File: src/rtl/uart_time_tx_pkg.sv
// -----------------------------------------------------------------------------
// uart_time_tx_pkg
// Shared definitions for the UART time path: baud divisor table, ASCII
// constants used in the "HH:MM:SS\r\n" frame, the frame FSM state encoding
// and the byte-map helper that turns a byte index into the character to send.
// The divisor table is also used by the receiver, so both ends agree on the
// Baud_Set decoding.
// -----------------------------------------------------------------------------
package uart_time_tx_pkg;

  // Width of the per-bit cycle counter; covers 9600 baud up to ~10 GHz clocks.
  localparam int BAUD_W = 20;

  localparam logic [7:0] ASCII_ZERO  = 8'h30;
  localparam logic [7:0] ASCII_COLON = 8'h3A;
  localparam logic [7:0] ASCII_CR    = 8'h0D;
  localparam logic [7:0] ASCII_LF    = 8'h0A;
  localparam logic [7:0] ASCII_QMARK = 8'h3F;

  // Index of the LF byte, the last byte of a frame.
  localparam logic [3:0] LAST_IDX = 4'd9;

  typedef enum logic [1:0] {
    S_IDLE = 2'd0,
    S_LOAD = 2'd1,
    S_SEND = 2'd2,
    S_NEXT = 2'd3
  } frame_state_e;

  // Clock cycles per UART bit, integer floor of clk_freq / baud.
  // Unused selector codes fall back to 9600 baud.
  function automatic logic [BAUD_W-1:0] baud_cycles(input int unsigned clk_freq,
                                                    input logic [2:0]  baud_sel);
    int unsigned div;
    case (baud_sel)
      3'd1:    div = clk_freq / 32'd19200;
      3'd2:    div = clk_freq / 32'd38400;
      3'd3:    div = clk_freq / 32'd57600;
      3'd4:    div = clk_freq / 32'd115200;
      default: div = clk_freq / 32'd9600;
    endcase
    return div[BAUD_W-1:0];
  endfunction

  // One BCD nibble as an ASCII digit; non-decimal nibbles show up as '?'.
  function automatic logic [7:0] ascii_digit(input logic [3:0] nib);
    logic [7:0] chr;
    if (nib <= 4'd9) begin
      chr = ASCII_ZERO + {4'h0, nib};
    end else begin
      chr = ASCII_QMARK;
    end
    return chr;
  endfunction

  // Character at position idx of "HH:MM:SS\r\n".
  function automatic logic [7:0] frame_byte(input logic [3:0] idx,
                                            input logic [7:0] hour,
                                            input logic [7:0] minute,
                                            input logic [7:0] second);
    logic [7:0] chr;
    case (idx)
      4'd0:    chr = ascii_digit(hour[7:4]);
      4'd1:    chr = ascii_digit(hour[3:0]);
      4'd2:    chr = ASCII_COLON;
      4'd3:    chr = ascii_digit(minute[7:4]);
      4'd4:    chr = ascii_digit(minute[3:0]);
      4'd5:    chr = ASCII_COLON;
      4'd6:    chr = ascii_digit(second[7:4]);
      4'd7:    chr = ascii_digit(second[3:0]);
      4'd8:    chr = ASCII_CR;
      4'd9:    chr = ASCII_LF;
      default: chr = ASCII_QMARK;
    endcase
    return chr;
  endfunction

endpackage

File: src/rtl/uart_time_tx_byte_tx.sv
// -----------------------------------------------------------------------------
// uart_byte_tx
// Single-byte 8N1 transmitter, LSB first. A Send_En pulse while idle latches
// Data and the baud selection; the line then carries start, 8 data and stop
// bits of exactly BIT_CYC cycles each, starting the cycle after Send_En.
//
// Ports
//   Clk       in   system clock, rising edge
//   Reset     in   asynchronous, active-high
//   Send_En   in   start one byte (ignored while busy)
//   Data      in   byte to send
//   Baud_Set  in   rate select, latched with Send_En
//   uart_tx   out  serial line, idle high
//   Tx_Done   out  high in the last cycle of the stop bit
//   Tx_Busy   out  high while a byte is on the line
// -----------------------------------------------------------------------------
module uart_byte_tx
  import uart_time_tx_pkg::*;
#(
  parameter int unsigned CLK_FREQ = 50_000_000
) (
  input  logic       Clk,
  input  logic       Reset,
  input  logic       Send_En,
  input  logic [7:0] Data,
  input  logic [2:0] Baud_Set,
  output logic       uart_tx,
  output logic       Tx_Done,
  output logic       Tx_Busy
);

  logic              busy_q,     busy_d;
  logic              tx_q,       tx_d;
  logic              done_q,     done_d;
  logic [3:0]        bit_cnt_q,  bit_cnt_d;
  logic [BAUD_W-1:0] baud_cnt_q, baud_cnt_d;
  logic [BAUD_W-1:0] bit_cyc_q,  bit_cyc_d;
  logic [7:0]        shift_q,    shift_d;
  logic              bit_end_s;

  // bit_cnt: 0 = start, 1..8 = data, 9 = stop
  assign bit_end_s = (baud_cnt_q == (bit_cyc_q - BAUD_W'(1)));

  // Next-state logic for the bit/baud counters, shifter and line driver
  always_comb begin
    busy_d     = busy_q;
    tx_d       = tx_q;
    done_d     = 1'b0;
    bit_cnt_d  = bit_cnt_q;
    baud_cnt_d = baud_cnt_q;
    bit_cyc_d  = bit_cyc_q;
    shift_d    = shift_q;
    if (!busy_q) begin
      if (Send_En) begin
        busy_d     = 1'b1;
        tx_d       = 1'b0;
        bit_cnt_d  = 4'd0;
        baud_cnt_d = '0;
        bit_cyc_d  = baud_cycles(CLK_FREQ, Baud_Set);
        shift_d    = Data;
      end else begin
        tx_d = 1'b1;
      end
    end else begin
      if (bit_end_s) begin
        baud_cnt_d = '0;
        if (bit_cnt_q == 4'd9) begin
          busy_d = 1'b0;
          tx_d   = 1'b1;
        end else if (bit_cnt_q == 4'd8) begin
          bit_cnt_d = bit_cnt_q + 4'd1;
          tx_d      = 1'b1;
        end else begin
          bit_cnt_d = bit_cnt_q + 4'd1;
          tx_d      = shift_q[0];
          shift_d   = {1'b0, shift_q[7:1]};
        end
      end else begin
        baud_cnt_d = baud_cnt_q + BAUD_W'(1);
      end
      // Raised one cycle early so the flop output lines up with the final
      // stop-bit cycle.
      if ((bit_cnt_q == 4'd9) && (baud_cnt_q == (bit_cyc_q - BAUD_W'(2)))) begin
        done_d = 1'b1;
      end else begin
        done_d = 1'b0;
      end
    end
  end

  // State registers; the line is forced high by reset at once
  always_ff @(posedge Clk or posedge Reset) begin
    if (Reset) begin
      busy_q     <= 1'b0;
      tx_q       <= 1'b1;
      done_q     <= 1'b0;
      bit_cnt_q  <= 4'd0;
      baud_cnt_q <= '0;
      bit_cyc_q  <= '0;
      shift_q    <= 8'h00;
    end else begin
      busy_q     <= busy_d;
      tx_q       <= tx_d;
      done_q     <= done_d;
      bit_cnt_q  <= bit_cnt_d;
      baud_cnt_q <= baud_cnt_d;
      bit_cyc_q  <= bit_cyc_d;
      shift_q    <= shift_d;
    end
  end

  assign uart_tx = tx_q;
  assign Tx_Done = done_q;
  assign Tx_Busy = busy_q;

endmodule

File: src/rtl/uart_time_tx.sv
// -----------------------------------------------------------------------------
// uart_time_tx
// Sends the running BCD time as the ASCII frame "HH:MM:SS\r\n" (8N1, LSB
// first). A frame is requested by Send_Go or, with Auto_En, by any change of
// Seconds. Time and baud selection are snapshotted at frame start, so a frame
// is never torn and a baud change only affects the next frame.
//
// Ports
//   Clk          in   system clock, rising edge
//   Reset        in   asynchronous, active-high
//   Baud_Set     in   0=9600 1=19200 2=38400 3=57600 4=115200 else 9600
//   Hour/Minute/Seconds in  packed BCD time
//   Send_Go      in   one-cycle frame request
//   Auto_En      in   also request a frame on every Seconds change
//   uart_tx      out  serial line, idle high
//   Busy         out  high from frame acceptance until Frame_Done
//   Frame_Done   out  one-cycle pulse in the last cycle of the LF stop bit
// -----------------------------------------------------------------------------
module uart_time_tx
  import uart_time_tx_pkg::*;
#(
  parameter int unsigned CLK_FREQ = 50_000_000
) (
  input  logic       Clk,
  input  logic       Reset,
  input  logic [2:0] Baud_Set,
  input  logic [7:0] Hour,
  input  logic [7:0] Minute,
  input  logic [7:0] Seconds,
  input  logic       Send_Go,
  input  logic       Auto_En,
  output logic       uart_tx,
  output logic       Busy,
  output logic       Frame_Done
);

  frame_state_e state_q;
  logic [3:0]   idx_q;
  logic         send_en_q;
  logic         busy_q;
  logic [7:0]   hour_q, min_q, sec_q;
  logic [2:0]   baud_q;
  logic [7:0]   sec_prev_q;
  logic         pending_q, pending_d;

  logic         auto_stb_s;
  logic         req_s;
  logic         tx_done_s;
  logic         tx_busy_s;
  logic         frame_done_s;
  logic [7:0]   byte_s;
  logic [2:0]   baud_s;

  assign auto_stb_s = Auto_En && (Seconds != sec_prev_q);
  assign req_s      = Send_Go || auto_stb_s;

  // Previous-cycle Seconds for the auto strobe
  always_ff @(posedge Clk or posedge Reset) begin
    if (Reset) begin
      sec_prev_q <= 8'h00;
    end else begin
      sec_prev_q <= Seconds;
    end
  end

  // A new request wins over the LOAD clear, so one arriving during LOAD
  // produces a follow-up frame.
  always_comb begin
    if (req_s) begin
      pending_d = 1'b1;
    end else if (state_q == S_LOAD) begin
      pending_d = 1'b0;
    end else begin
      pending_d = pending_q;
    end
  end

  // Pending-request flag
  always_ff @(posedge Clk or posedge Reset) begin
    if (Reset) begin
      pending_q <= 1'b0;
    end else begin
      pending_q <= pending_d;
    end
  end

  // Byte mux. The first byte is handed over during LOAD, the same cycle the
  // shadows are written, so it takes the live inputs that the shadows capture.
  always_comb begin
    if (state_q == S_LOAD) begin
      byte_s = frame_byte(4'd0, Hour, Minute, Seconds);
      baud_s = Baud_Set;
    end else begin
      byte_s = frame_byte(idx_q, hour_q, min_q, sec_q);
      baud_s = baud_q;
    end
  end

  // Frame FSM. Send_En is a flop: raised on entry to LOAD for byte 0 and on
  // leaving NEXT for later bytes, which leaves two idle-high cycles between
  // one stop bit and the next start bit.
  always_ff @(posedge Clk or posedge Reset) begin
    if (Reset) begin
      state_q   <= S_IDLE;
      idx_q     <= 4'd0;
      send_en_q <= 1'b0;
      busy_q    <= 1'b0;
      hour_q    <= 8'h00;
      min_q     <= 8'h00;
      sec_q     <= 8'h00;
      baud_q    <= 3'd0;
    end else begin
      case (state_q)
        S_IDLE: begin
          if ((pending_q || req_s) && !tx_busy_s) begin
            state_q   <= S_LOAD;
            send_en_q <= 1'b1;
            busy_q    <= 1'b1;
          end else begin
            send_en_q <= 1'b0;
            busy_q    <= 1'b0;
          end
        end
        S_LOAD: begin
          hour_q    <= Hour;
          min_q     <= Minute;
          sec_q     <= Seconds;
          baud_q    <= Baud_Set;
          idx_q     <= 4'd0;
          send_en_q <= 1'b0;
          state_q   <= S_SEND;
        end
        S_SEND: begin
          send_en_q <= 1'b0;
          if (tx_done_s) begin
            if (idx_q == LAST_IDX) begin
              state_q <= S_IDLE;
              busy_q  <= 1'b0;
            end else begin
              state_q <= S_NEXT;
            end
          end else begin
            state_q <= S_SEND;
          end
        end
        S_NEXT: begin
          idx_q     <= idx_q + 4'd1;
          send_en_q <= 1'b1;
          state_q   <= S_SEND;
        end
        default: begin
          state_q   <= S_IDLE;
          send_en_q <= 1'b0;
          busy_q    <= 1'b0;
        end
      endcase
    end
  end

  // Tx_Done is itself a flop, so this decode is aligned with the LF stop bit.
  assign frame_done_s = (state_q == S_SEND) && tx_done_s && (idx_q == LAST_IDX);

  uart_byte_tx #(
    .CLK_FREQ(CLK_FREQ)
  ) u_byte_tx (
    .Clk      (Clk),
    .Reset    (Reset),
    .Send_En  (send_en_q),
    .Data     (byte_s),
    .Baud_Set (baud_s),
    .uart_tx  (uart_tx),
    .Tx_Done  (tx_done_s),
    .Tx_Busy  (tx_busy_s)
  );

  assign Busy       = busy_q;
  assign Frame_Done = frame_done_s;

endmodule

File: config.mk
export PLATFORM = sky130hd
export DESIGN_NAME = uart_time_tx
export DESIGN_NICKNAME = d
export VERILOG_FILES = /design/src/rtl/uart_time_tx_pkg.sv /design/src/rtl/uart_time_tx_byte_tx.sv /design/src/rtl/uart_time_tx.sv
export SDC_FILE = /design/constraint.sdc
export NUM_CORES = 1
export LEC_CHECK = 0
export ABC_CLOCK_PERIOD_IN_PS = 4800
export CORE_MARGIN = 3
export CORE_UTILIZATION = 35
export CTS_BUF_LIST = sky130_fd_sc_hd__clkbuf_16
export CTS_CLUSTER_SIZE = 24
export DETAILED_ROUTE_END_ITERATION = 8
export GPL_ROUTABILITY_DRIVEN = 0
export SLEW_MARGIN = 15
export SYNTH_ARGS = -nofsm -noshare
export SYNTH_HDL_FRONTEND = slang
export SYNTH_SLANG_ARGS = --single-unit
File: constraint.sdc
create_clock -name Clk -period 4.8 [get_ports Clk]
set_input_delay 0.48 -clock Clk [delete_from_list [all_inputs] [get_ports Clk]]
set_output_delay 0.48 -clock Clk [all_outputs]
set_load 0.02 [all_outputs]
=== Yosys cells after proc, flatten, opt, wreduce, memory -nomap -nowiden ===
Cells that the tools add are included.

* Bits in registers: 99
* Word-level logic and storage cells: 131

* Add/subtract/negate cells: 12
* Order comparisons: 7
* Equal/unequal tests: 27
* Mux-type cells: 46
* Bitwise operators: 1
* Reductions and logical operators: 21

{| class="wikitable"
|+ Operators by type and width
! operator !! number
|-
| 8-bit one-hot mux with 9 select lines || 1
|-
| 20-bit two-way mux || 3
|-
| 13-bit one-hot mux with 4 select lines || 1
|-
| 6-bit by 4-bit adder with 7-bit output (first input constant) || 7
|-
| 7-bit two-way mux || 7
|-
| 8-bit two-way mux || 6
|-
| 20-bit equality test || 2
|-
| 4-bit less-or-equal comparator (second input constant) || 7
|-
| 20-bit by 1-bit adder with 20-bit output (second input constant) || 1
|-
| 20-bit by 1-bit subtractor with 20-bit output (second input constant) || 1
|-
| 20-bit by 2-bit subtractor with 20-bit output (second input constant) || 1
|-
| 4-bit by 3-bit equality test with 1-bit output (second input constant) || 4
|-
| 4-bit equality test (second input constant) || 4
|-
| 1-bit two-way mux || 16
|-
| 4-bit two-way mux || 4
|-
| 2-bit != test (second input constant) || 5
|-
| 4-bit by 1-bit adder with 4-bit output (second input constant) || 2
|-
| 4-bit by 2-bit equality test with 1-bit output (second input constant) || 2
|-
| 8-bit != test || 1
|-
| 4-bit one-hot mux with 2 select lines || 1
|-
| 2-bit nonzero test || 4
|-
| 3-bit by 2-bit equality test with 1-bit output (second input constant) || 2
|-
| 2-bit two-way mux || 3
|-
| 2-bit one-hot mux with 3 select lines || 1
|-
| 19 further kinds || 28
|}

=== Depth between registers and ports, before layout ===
* Word-level depth: 7
* Depth in mapped cells: 11
* Depth with buffers taken out: 9

=== Hierarchy ===
From an unflattened synthesis, not the netlist that was laid out.

* Cells, all modules: 587
* Area, all modules: 5248.8 um^2

{| class="wikitable"
|+ By module, submodules not included
! module !! times used !! cells each !! area an instance (um^2) !! sequential area each (um^2)
|-
| uart_byte_tx || 1 || 329 || 3045.4 || 1177.4
|-
| uart_time_tx || 1 || 258 || 2203.4 || 1101.1
|}

=== Worst setup path after synthesis ===
No wires, ideal clock.

* Path kind: register to register
* From: register u_byte_tx.bit_cyc_q[1]
* To: register u_byte_tx.baud_cnt_q[15]
* Library setup time: 0.118 ns
* Arrival time: 2.821 ns
* Slack: 1.861 ns
* Cell stages (with the launch flop): 12
* Clock period less this slack: 2.939 ns
* Path through: dfrtp_1 inv_1 ha_1 or3b_1 clkbuf_1 nor4_1 mux2i_1 a21boi_1 o2111ai_4 buf_6 a31o_1 a21o_1

* Cells in the longest elaborated chain, start to end: 4

{| class="wikitable"
|+ Ends and longest elaborated chain
! element !! RTL line !! RTL
|-
| start, declared || uart_time_tx_byte_tx.sv:37 || <nowiki>logic [BAUD_W-1:0] bit_cyc_q, bit_cyc_d;</nowiki>
|-
| start signal, assigned || uart_time_tx_byte_tx.sv:107 || <nowiki>bit_cyc_q <= bit_cyc_d;</nowiki>
|-
| 20-bit by 1-bit subtractor with 20-bit output || uart_time_tx_byte_tx.sv:42 || <nowiki>assign bit_end_s = (baud_cnt_q == (bit_cyc_q - BAUD_W'(1)));</nowiki>
|-
| 20-bit equality test || uart_time_tx_byte_tx.sv:42 ||
|-
| 20-bit two-way mux || uart_time_tx_byte_tx.sv:65 || <nowiki>if (bit_end_s) begin</nowiki>
|-
| 20-bit two-way mux || uart_time_tx_byte_tx.sv:53 || <nowiki>if (!busy_q) begin</nowiki>
|-
| end signal, assigned || uart_time_tx_byte_tx.sv:106 || <nowiki>baud_cnt_q <= baud_cnt_d;</nowiki>
|-
| end, declared || uart_time_tx_byte_tx.sv:36 || <nowiki>logic [BAUD_W-1:0] baud_cnt_q, baud_cnt_d;</nowiki>
|}

Every way passes these cells.
A chain may end at the register's enable or synchronous reset.

=== Final worst setup path ===
* From: register u_byte_tx.bit_cyc_q[1]
* To: register u_byte_tx.baud_cnt_q[1]

The elaborated chain is that of the path after synthesis.

==> impl_metrics.tcl <==
set metrics [dict create \
    status "finished, final reports clean" \
    preCtsSetupSlack_ns 1.31 \
    die_height_um 128 \
    grt_pass1_vias 4268 \
    fill_cells 1411 \
    crit_path_start_kind "flop" \
    cts-root-buf "clkbuf_16" \
    grt_antenna_before_repair 0 \
    final_common_cell "nand2_1" \
    grt-ovfl-total 0 \
    end_kind "flop" \
    fmax_ghz 0.285 \
    postCtsSetupRepairBufs 0 \
    viasPerCell 5.62 \
    port_buffers 33 \
    synth_edf_count 0 \
    clock-sinks 89 \
    switchingPower_mw 0.454 \
    finalSetupTns_ns 0 \
    async_reset_ff_share_pct 100 \
    die_x_um 128 \
    core_area_um2 14100 \
    p_int_mw 1.23 \
    num_vias 4366 \
    cts_tree "built" \
    cpLargestDelayFamily "compound AO/OA/AOI/OAI gates" \
    cpMaxStageDelayCell "o2111a_2" \
    area_growth_pct 13.6 \
    dieArea_um2 16300 \
    ys.flop_type "dfrtp_1" \
    finalSetupViolCount 0 \
    grt_pass1_wl_um 21100 \
    netlist.area_leader.share_pct 42.5 \
    skew_ns 0.00935 \
    drv_slew 0 \
    critical_path.max_fanout 14 \
    cts_max_level 3 \
    syn_area_um2 5180 \
    final_cell_mix "125 x nand2_1, 88 x dfrtp_1, 33 x clkdlybuf4s50_1, 26 x o21ai_0, 22 x nand3_1" \
    pin_count 34 \
    wire_per_inst_um 16.1 \
    path_clk_slew_ns 0.06 \
    hold_class "flop to flop" \
    first_pass_iters 5 \
    synth_top_cell_by_area "dfrtp_1" \
    finalNetCount 632 \
    drt_iter0_markers 342 \
    clock_latency_ns 0.35 \
    initial_core_util_pct 36.6 \
    pwr-share-clk_pct 38.1 \
    finalHoldViolCount 0 \
    worstPathCellList "inv_1 -> ha_1 -> or3b_1 -> nor4_1 -> mux2i_1 -> a21boi_1 -> o2111a_2 -> nor2_1 -> a22o_1" \
    synth_nets 618 \
    avgSynthCellArea_um2 8.96 \
    p_seq_share_pct 50.7 \
    drc 0 \
    slew_headroom_pct 33.6 \
    drive_above_1_share_pct 5.36 \
    maxCapViolCount 0 \
    arrival_ns 3.74 \
    finalCritPeriodShare_pct 73.1 \
    grt_usage_pct 16.1 \
    critPathRequiredTime_ns 5.03 \
    min_period_ns 3.51 \
    critical_path.max_stage_delay_ns 0.52 \
    crit_buf_inv 1 \
    yosys-top-cells-area "dfrtp_1 43%, nand2_1 9.1%, o21ai_0 2.5%, mux2i_1 2.3%, ha_1 2.2%" \
    ir_worst_vdd_uv 147 \
    antenna_cells 0 \
    ys_types 68 \
    cts_resized 0 \
    cts_hold_buf 0 \
    ys_ff_latch 89 \
    power.density_nw_per_um2 287 \
    ys_warn_count 0 \
    clockBufferDepth 2 \
    ys_seq_area_share_pct 43.1 \
    p_leak_nw 2.47 \
    worst_pin_slew_ns 0.993 \
    hpwl_um 8770 \
    combPwrFrac_pct 11.2 \
    rsz0062_at_grt "false" \
    netSwitchingFraction_pct 26.9 \
    fin_ws_ns 1.29 \
    syn-instance-count 578 \
    ant_nets 0 \
    grt_max_degree 56 \
    rows 43 \
    numCtsBuffers 9 \
    wl_um 12500 \
    criticalPathCategory "flop to flop" \
]
## power groups by stage
| stage | Clock [mW] | Sequential, mW | Combinational (mW) |
|---|---|---|---|
| finish | 0.643 | 0.856 | 0.189 |
| global route | 0.698 | 0.863 | 0.212 |
| CTS | 0.666 | 0.856 | 0.190 |
| detailed placement | 0 | 0.869 | 0.189 |
| global placement | 0 | 0.868 | 0.184 |
| floorplan | 0 | 0.845 | 0.140 |
## logic make-up (layout without fill, tap and decap cells)
kind of cell / after synthesis / after routing / share of synthesized area [%]
AO/OA/AOI/OAI: 146 / 146 / 21.1
XOR/XNOR: 22 / 22 / 3.72
adder cells (fa/ha/maj): 9 / 9 / 2.18
buffers and inverters: 50 / 69 / 4.11
flip-flops: 89 / 89 / 43.1
multiplexers: 13 / 13 / 2.54
AND/OR/NAND/NOR: 249 / 249 / 23.4
## registers in the layout (all words and copies together) (netlist names), 3 cells and up
signal	flops
sec_q	8
u_byte_tx.shift_q	6
u_byte_tx.bit_cnt_q	4
min_q	8
sec_prev_q	8
u_byte_tx.baud_cnt_q	20
u_byte_tx.bit_cyc_q	12
hour_q	8
baud_q	3
idx_q	4
## through the flow
step	instance area (um^2)	power (mW)	cells	utilization [%]	hold WS [ns]
after floorplan	5180	0.985	578	-	0.440
after global placement	5610	1.05	761	39.6	0.460
final	5880	1.69	777	41.6	0.484
after global routing	5880	1.77	777	41.6	0.525
after detailed placement	5610	1.06	761	39.6	0.474
after CTS	5870	1.71	777	41.5	0.490
## final timing paths
kind,start,to,slack (ns),cells after the start
max,u_byte_tx.bit_cyc_q[1],u_byte_tx.baud_cnt_q[1],1.29,9
min,min_q[4],min_q[4],0.48,2
max reg2reg,u_byte_tx.bit_cyc_q[1],u_byte_tx.baud_cnt_q[1],1.29,9
min reg2reg,min_q[4],min_q[4],0.48,2
max in group asynchronous,Reset,u_byte_tx.uart_tx,3.11,3
min in group asynchronous,Reset,sec_prev_q[7],0.66,2
## cell usage after synthesis, drive strengths merged (10+ instances only)
cell	number
dfrtp	88
a21oi	12
a21o	10
mux2i	12
xnor2	10
nand4	12
a211oi	11
nor2	22
clkbuf	25
xor2	12
nand3	22
inv	17
o21ai	27
nor3	12
nand2	125
a22o	12
## worst register-to-register path, stage by stage, from the launching register on
cell,delay (ns)
dfrtp_1,0.43
inv_1,0.10
ha_1,0.22
or3b_1,0.46
nor4_1,0.38
mux2i_1,0.28
a21boi_1,0.44
o2111a_2,0.52
nor2_1,0.27
a22o_1,0.30
## layout make-up
| class | instances | area [um^2] | area share [%] |
|---|---|---|---|
| inverters | 17 | 65.1 | 1.11 |
| flip-flops and latches | 89 | 2230 | 37.9 |
| multi-input cells | 439 | 2750 | 46.7 |
| clock inverters | 7 | 38.8 | 0.660 |
| clock buffers | 9 | 225 | 3.83 |
| repair buffers | 36 | 353 | 6.00 |
| well taps | 180 | 225 | 3.83 |
## routing by layer
layer / share of wire (%) / track usage (%)
met2: 46 / 25.4
met3: 3.8 / 3.89
met5: 0 / 0
met1: 48 / 21.8
met4: 1.8 / 5.24
(Power assumes the default switching activity.)
